### src/rtl/uart_tx_feeder.sv
// uart_tx_feeder: byte FIFO plus frame sequencer feeding a UART transmitter.
// Bytes pushed on the write port are buffered and launched one frame at a
// time. The transmitter's ready/done handshake paces the frames, so
// back-to-back frames go out without host involvement.
module uart_tx_feeder #(
  parameter int DEPTH_LOG2 = 4
) (
  input  logic                  clk,
  input  logic                  rst,
  input  logic                  wr_en,
  input  logic [7:0]            wr_data,
  output logic                  full,
  output logic                  empty,
  output logic [DEPTH_LOG2:0]   level,
  output logic                  ovf,
  input  logic                  ovf_clr,
  input  logic                  cfg_par_en,
  input  logic                  cfg_par_odd,
  input  logic                  cfg_two_stop,
  output logic [7:0]            tx_data_o,
  output logic [3:0]            tx_ctrl_o,
  input  logic                  tx_ready_i,
  input  logic                  tx_done_i,
  output logic                  busy
);

  localparam int DEPTH = 1 << DEPTH_LOG2;
  localparam int PW    = DEPTH_LOG2 + 1;
  localparam logic [PW-1:0] PTR_ONE = PW'(1);

  typedef enum logic [2:0] {
    ST_IDLE      = 3'd0,
    ST_START     = 3'd1,
    ST_WAIT_ACK  = 3'd2,
    ST_WAIT_DONE = 3'd3,
    ST_GAP       = 3'd4
  } state_e;

  // Storage is never reset; only the pointers define what is valid.
  logic [7:0]    mem [DEPTH];

  logic [PW-1:0] wr_ptr_q, wr_ptr_d;
  logic [PW-1:0] rd_ptr_q, rd_ptr_d;
  logic [PW-1:0] level_q, level_d;
  logic          full_q, full_d;
  logic          empty_q, empty_d;
  logic          ovf_q, ovf_d;
  logic [7:0]    tx_data_q, tx_data_d;
  logic [2:0]    tx_fmt_q, tx_fmt_d;
  logic          start_q, start_d;
  logic          busy_q, busy_d;
  state_e        state_q, state_d;

  logic          push_s;
  logic          launch_s;

  // FSM state register.
  always_ff @(posedge clk) begin
    if (rst) begin
      state_q <= ST_IDLE;
    end else begin
      state_q <= state_d;
    end
  end

  // FSM next-state: one frame per byte, paced by the transmitter handshake.
  always_comb begin
    state_d = state_q;
    case (state_q)
      ST_IDLE: begin
        if (!empty_q && tx_ready_i) begin
          state_d = ST_START;
        end else begin
          state_d = ST_IDLE;
        end
      end
      ST_START: begin
        state_d = ST_WAIT_ACK;
      end
      ST_WAIT_ACK: begin
        // Transmitter dropping ready means it has latched the byte.
        if (!tx_ready_i) begin
          state_d = ST_WAIT_DONE;
        end else begin
          state_d = ST_WAIT_ACK;
        end
      end
      ST_WAIT_DONE: begin
        if (tx_done_i) begin
          state_d = ST_GAP;
        end else begin
          state_d = ST_WAIT_DONE;
        end
      end
      ST_GAP: begin
        // Wait until the transmitter is fully back in idle before relaunching.
        if (!tx_done_i && tx_ready_i) begin
          state_d = ST_IDLE;
        end else begin
          state_d = ST_GAP;
        end
      end
      default: begin
        state_d = ST_IDLE;
      end
    endcase
  end

  // FSM outputs, computed from the next state so they are registered.
  always_comb begin
    start_d = 1'b0;
    busy_d  = 1'b0;
    if (state_d == ST_START) begin
      start_d = 1'b1;
    end else begin
      start_d = 1'b0;
    end
    if (state_d != ST_IDLE) begin
      busy_d = 1'b1;
    end else begin
      busy_d = 1'b0;
    end
  end

  // FIFO pointers, flags, overflow and per-frame latched byte/format.
  always_comb begin
    push_s    = wr_en && !full_q;
    launch_s  = (state_q == ST_IDLE) && (state_d == ST_START);
    wr_ptr_d  = wr_ptr_q;
    rd_ptr_d  = rd_ptr_q;
    ovf_d     = ovf_q;
    tx_data_d = tx_data_q;
    tx_fmt_d  = tx_fmt_q;

    if (push_s) begin
      wr_ptr_d = wr_ptr_q + PTR_ONE;
    end else begin
      wr_ptr_d = wr_ptr_q;
    end

    // The launch edge pops the head byte and snapshots the frame format.
    if (launch_s) begin
      rd_ptr_d  = rd_ptr_q + PTR_ONE;
      tx_data_d = mem[rd_ptr_q[PW-2:0]];
      tx_fmt_d  = {cfg_par_en, cfg_par_odd, cfg_two_stop};
    end else begin
      rd_ptr_d  = rd_ptr_q;
      tx_data_d = tx_data_q;
      tx_fmt_d  = tx_fmt_q;
    end

    // A dropped write beats a same-cycle clear.
    if (wr_en && full_q) begin
      ovf_d = 1'b1;
    end else if (ovf_clr) begin
      ovf_d = 1'b0;
    end else begin
      ovf_d = ovf_q;
    end

    level_d = wr_ptr_d - rd_ptr_d;
    empty_d = (wr_ptr_d == rd_ptr_d);
    full_d  = (wr_ptr_d[PW-1] != rd_ptr_d[PW-1]) &&
              (wr_ptr_d[PW-2:0] == rd_ptr_d[PW-2:0]);
  end

  // Control and output registers.
  always_ff @(posedge clk) begin
    if (rst) begin
      wr_ptr_q  <= '0;
      rd_ptr_q  <= '0;
      level_q   <= '0;
      full_q    <= 1'b0;
      empty_q   <= 1'b1;
      ovf_q     <= 1'b0;
      tx_data_q <= 8'h00;
      tx_fmt_q  <= 3'b000;
      start_q   <= 1'b0;
      busy_q    <= 1'b0;
    end else begin
      wr_ptr_q  <= wr_ptr_d;
      rd_ptr_q  <= rd_ptr_d;
      level_q   <= level_d;
      full_q    <= full_d;
      empty_q   <= empty_d;
      ovf_q     <= ovf_d;
      tx_data_q <= tx_data_d;
      tx_fmt_q  <= tx_fmt_d;
      start_q   <= start_d;
      busy_q    <= busy_d;
    end
  end

  // FIFO storage write; contents need no reset.
  always_ff @(posedge clk) begin
    if (push_s) begin
      mem[wr_ptr_q[PW-2:0]] <= wr_data;
    end
  end

  assign full      = full_q;
  assign empty     = empty_q;
  assign level     = level_q;
  assign ovf       = ovf_q;
  assign tx_data_o = tx_data_q;
  assign tx_ctrl_o = {tx_fmt_q, start_q};
  assign busy      = busy_q;

endmodule

### config.mk
export PLATFORM = sky130hd
export DESIGN_NAME = uart_tx_feeder
export DESIGN_NICKNAME = d
export VERILOG_FILES = /design/src/rtl/uart_tx_feeder.sv
export SDC_FILE = /design/constraint.sdc
export NUM_CORES = 1
export LEC_CHECK = 0
export ABC_CLOCK_PERIOD_IN_PS = 5000
export BUFFER_PORTS_ARGS = -buffer_cell sky130_fd_sc_hd__buf_2
export CAP_MARGIN = 40
export CORE_UTILIZATION = 65
export DETAILED_ROUTE_END_ITERATION = 16
export HOLD_SLACK_MARGIN = 0.15
export PLACE_DENSITY = 0.85
export SKIP_LAST_GASP = 1
export SYNTH_ARGS = -nofsm -noshare
export SYNTH_HDL_FRONTEND = slang
export SYNTH_SLANG_ARGS = --single-unit
export TNS_END_PERCENT = 5
### constraint.sdc
create_clock -name clk -period 5 [get_ports clk]
set_input_delay 0.5 -clock clk [delete_from_list [all_inputs] [get_ports clk]]
set_output_delay 0.5 -clock clk [all_outputs]
set_load 0.05 [all_outputs]
==> impl_metrics.yaml <==
timing:
  period_share_pct: 59.3
  holdWs_ns: 0.204
  finalSetupViolCount: 0
  fmax_mhz: 337
  slew_viol_final: 0
  final_period_minus_worst_setup_slack_ns: 2.97
  fin_tns_setup_ns: 0
  skew_ns: 0.0115
  slew_headroom_pct: 35.4
  rsz0062_at_grt: "false"
  hold_viol: 0
  timing_worst_slew_pin_value_ns: 0.965
placement:
  placed_area_mm2: 0.00668
  hpwl_mm: 7.95
  io_buffers: 37
  gp_congestion: 0.869
clock_tree:
  cts_buffers: 17
  cts_resized: 0
  postCtsHoldBufs: 0
  clock-sinks: 162
  cts-root-buf: "clkbuf_8"
  cts_tree: "done"
  clk_pin_slew_ns: 0.07
  clockBufferDepth: 2
  h-tree-depth: 4
  postCtsSetupBuffers: 0
  clk_latency_ns: 0.54
setup_path:
  r2r_end: "level[4]"
  crit_end: "level[4]"
  required_ns: 5.47
  endpoint_kind: "flip-flop"
  reg2regPathDepth: 11
  arrival_ns: 3.43
  reg2reg_from: "state_q[1]"
  critical_path_class: "reg2reg"
  startpoint: "state_q[1]"
  critPathLaunchType: "flip-flop"
  r2r_slack_ns: 2.03
  cp_max_fo: 22
global_routing:
  grt_max_degree: 36
  grt_pass1_wl_mm: 19.7
  grt_pass1_vias: 3513
  grt_util_all_layers_pct: 28.0
  overflow: 0
  antenna_found_initial: 0
routing:
  via_per_inst: 6.35
  wl_mm: 12.9
  drtIter0Drc: 286
  vias: 3570
  post-route-drc-count: 0
  ant_nets: 0
  avgRoutedWirePerCell_um: 23.0
  dr.pass1.iters: 5
run_status:
  status: "finished clean"
synthesis:
  synthCells: 377
  synth_warnings: 0
  synthArstFlopShare_pct: 0
  mappedNetlistArea_mm2: 0.00639
  yosys_most_used_dff: "edfxtp_1"
  ys_seq_elements: 162
  ys_types: 45
  avgSynthCellArea_um2: 17.0
  synth_nets: 403
  synth_edf_count: 128
  yosysSeqAreaShare_pct: 70.7
pwr:
  switchingPower_mw: 0.810
  p_leak_nw: 2.47
  switching_share_pct: 26.3
  clkPwrFrac_pct: 38.6
  p_seq_share_pct: 49.1
  ir_worst_vdd_v: 0.000378
  power_density_mw_per_mm2: 426
  intPower_mw: 2.27
  comb_power_share_pct: 12.3
floorplanning:
  ios: 38
  start_util_pct: 68.2
  die_x_um: 101
  die_h_um: 101
  die-area_mm2: 0.0102
  core_area_mm2: 0.00937
  num_rows: 35
cells_and_area:
  drive_gt1_share_pct: 27.9
  antenna_cells: 0
  final_cell_mix: "edfxtp_1, buf_2, nor2_1"
  fin_area_mm2: 0.00724
  layout_commonest_cell: "edfxtp_1"
  syn_to_final_growth_pct: 13.1
  nNetsFinal: 446
flow_run:
  max-cap-violations: 0
hold_path:
  hp-class: "in2reg"
critical path: stages, from the launching register on:
cell,delay [ns]
dfxtp_1,0.36
nor4b_2,0.36
nand2_1,0.53
xnor2_1,0.39
ha_1,0.19
inv_1,0.05
ha_1,0.19
a21o_1,0.16
a21o_1,0.17
a41oi_1,0.17
xnor3_1,0.23
nor2_1,0.08
metal layers:
metal / share of wire (%) / wire, µm / global-route usage, %
met5: 0 / 0 / 0
met4: 1.3 / 167 / 9.48
met3: 8.5 / 1100 / 6.69
met2: 51 / 6630 / 44.7
met1: 39 / 5040 / 38.7
Yosys cell counts, types with 6 or more instances:
cell type | count | area share, %
a21oi_1 | 24 | 1.9
mux4_2 | 32 | 11
dfxtp_1 | 34 | 11
ha_1 | 9 | 1.8
nor2_1 | 34 | 2.0
xnor2_1 | 6 | 0.82
nand2_1 | 17 | 1.0
a22oi_1 | 16 | 1.9
edfxtp_1 | 128 | 60
clkbuf_1 | 10 | 0.59
nor2b_1 | 9 | 0.88
logic make-up (layout without fill, tap and decap cells):
group,count (synthesis),in the layout,share of synthesized area [%]
AOI/OAI and AO/OA,51,51,5.19
xor gates and xnor gates,11,11,1.96
adders and majority gates,9,9,1.76
buffers and inverters,26,82,2.03
DFF,162,162,70.7
muxes,35,35,11.8
and+or+nand+nor,83,83,6.54
area by class of cell:
| type | instances | area (µm²) |
|---|---|---|
| Tap cell | 129 | 161 |
| Clock buffer | 18 | 428 |
| Fill cell | 550 | 2140 |
| Multi-Input combinational cell | 189 | 1740 |
| Inverter | 5 | 18.8 |
| Sequential cell | 162 | 4530 |
| Timing Repair Buffer | 45 | 245 |
| Clock inverter | 14 | 116 |
stage by stage:
stage	instances	util (%)	total power [mW]	setup slack, ns
detailed placement	529	71.3	1.92	1.92
global route	562	77.2	3.18	1.77
global placement	528	71.2	1.90	2.03
floorplan	377	-	1.83	2.29
CTS	561	77.1	3.10	2.04
finish	562	77.2	3.08	2.03
power groups by stage:
stage               Sequential, mW  Clock [mW]  Combinational, mW
CTS                           1.52        1.20              0.381
global route                  1.52        1.25              0.408
detailed placement            1.54           0              0.376
floorplan                     1.61           0              0.215
finish                        1.52        1.19              0.378
global placement              1.54           0              0.364
how the worst min path moves through the flow:
stage / start / depth (start not counted) / endpoint / slack [ns]
after floorplan: state_q[1] / 2 / state_q[0] / 0.53
after global placement: tx_fmt_q[2] / 2 / tx_fmt_q[2] / 0.45
after detailed placement: tx_fmt_q[0] / 2 / tx_fmt_q[0] / 0.45
after CTS: cfg_two_stop / 3 / tx_fmt_q[0] / 0.18
after global routing: cfg_par_en / 3 / tx_fmt_q[2] / 0.20
final: cfg_two_stop / 3 / tx_fmt_q[0] / 0.20
sequential cells by signal, indices dropped and copies added (netlist names), 3 cells and up:
register / cells
mem: 128
tx_data_o: 8
level: 5
rd_ptr_q: 5
wr_ptr_q: 5
state_q: 3
tx_fmt_q: 3
Note: power is estimated with default switching activity, not from simulation.
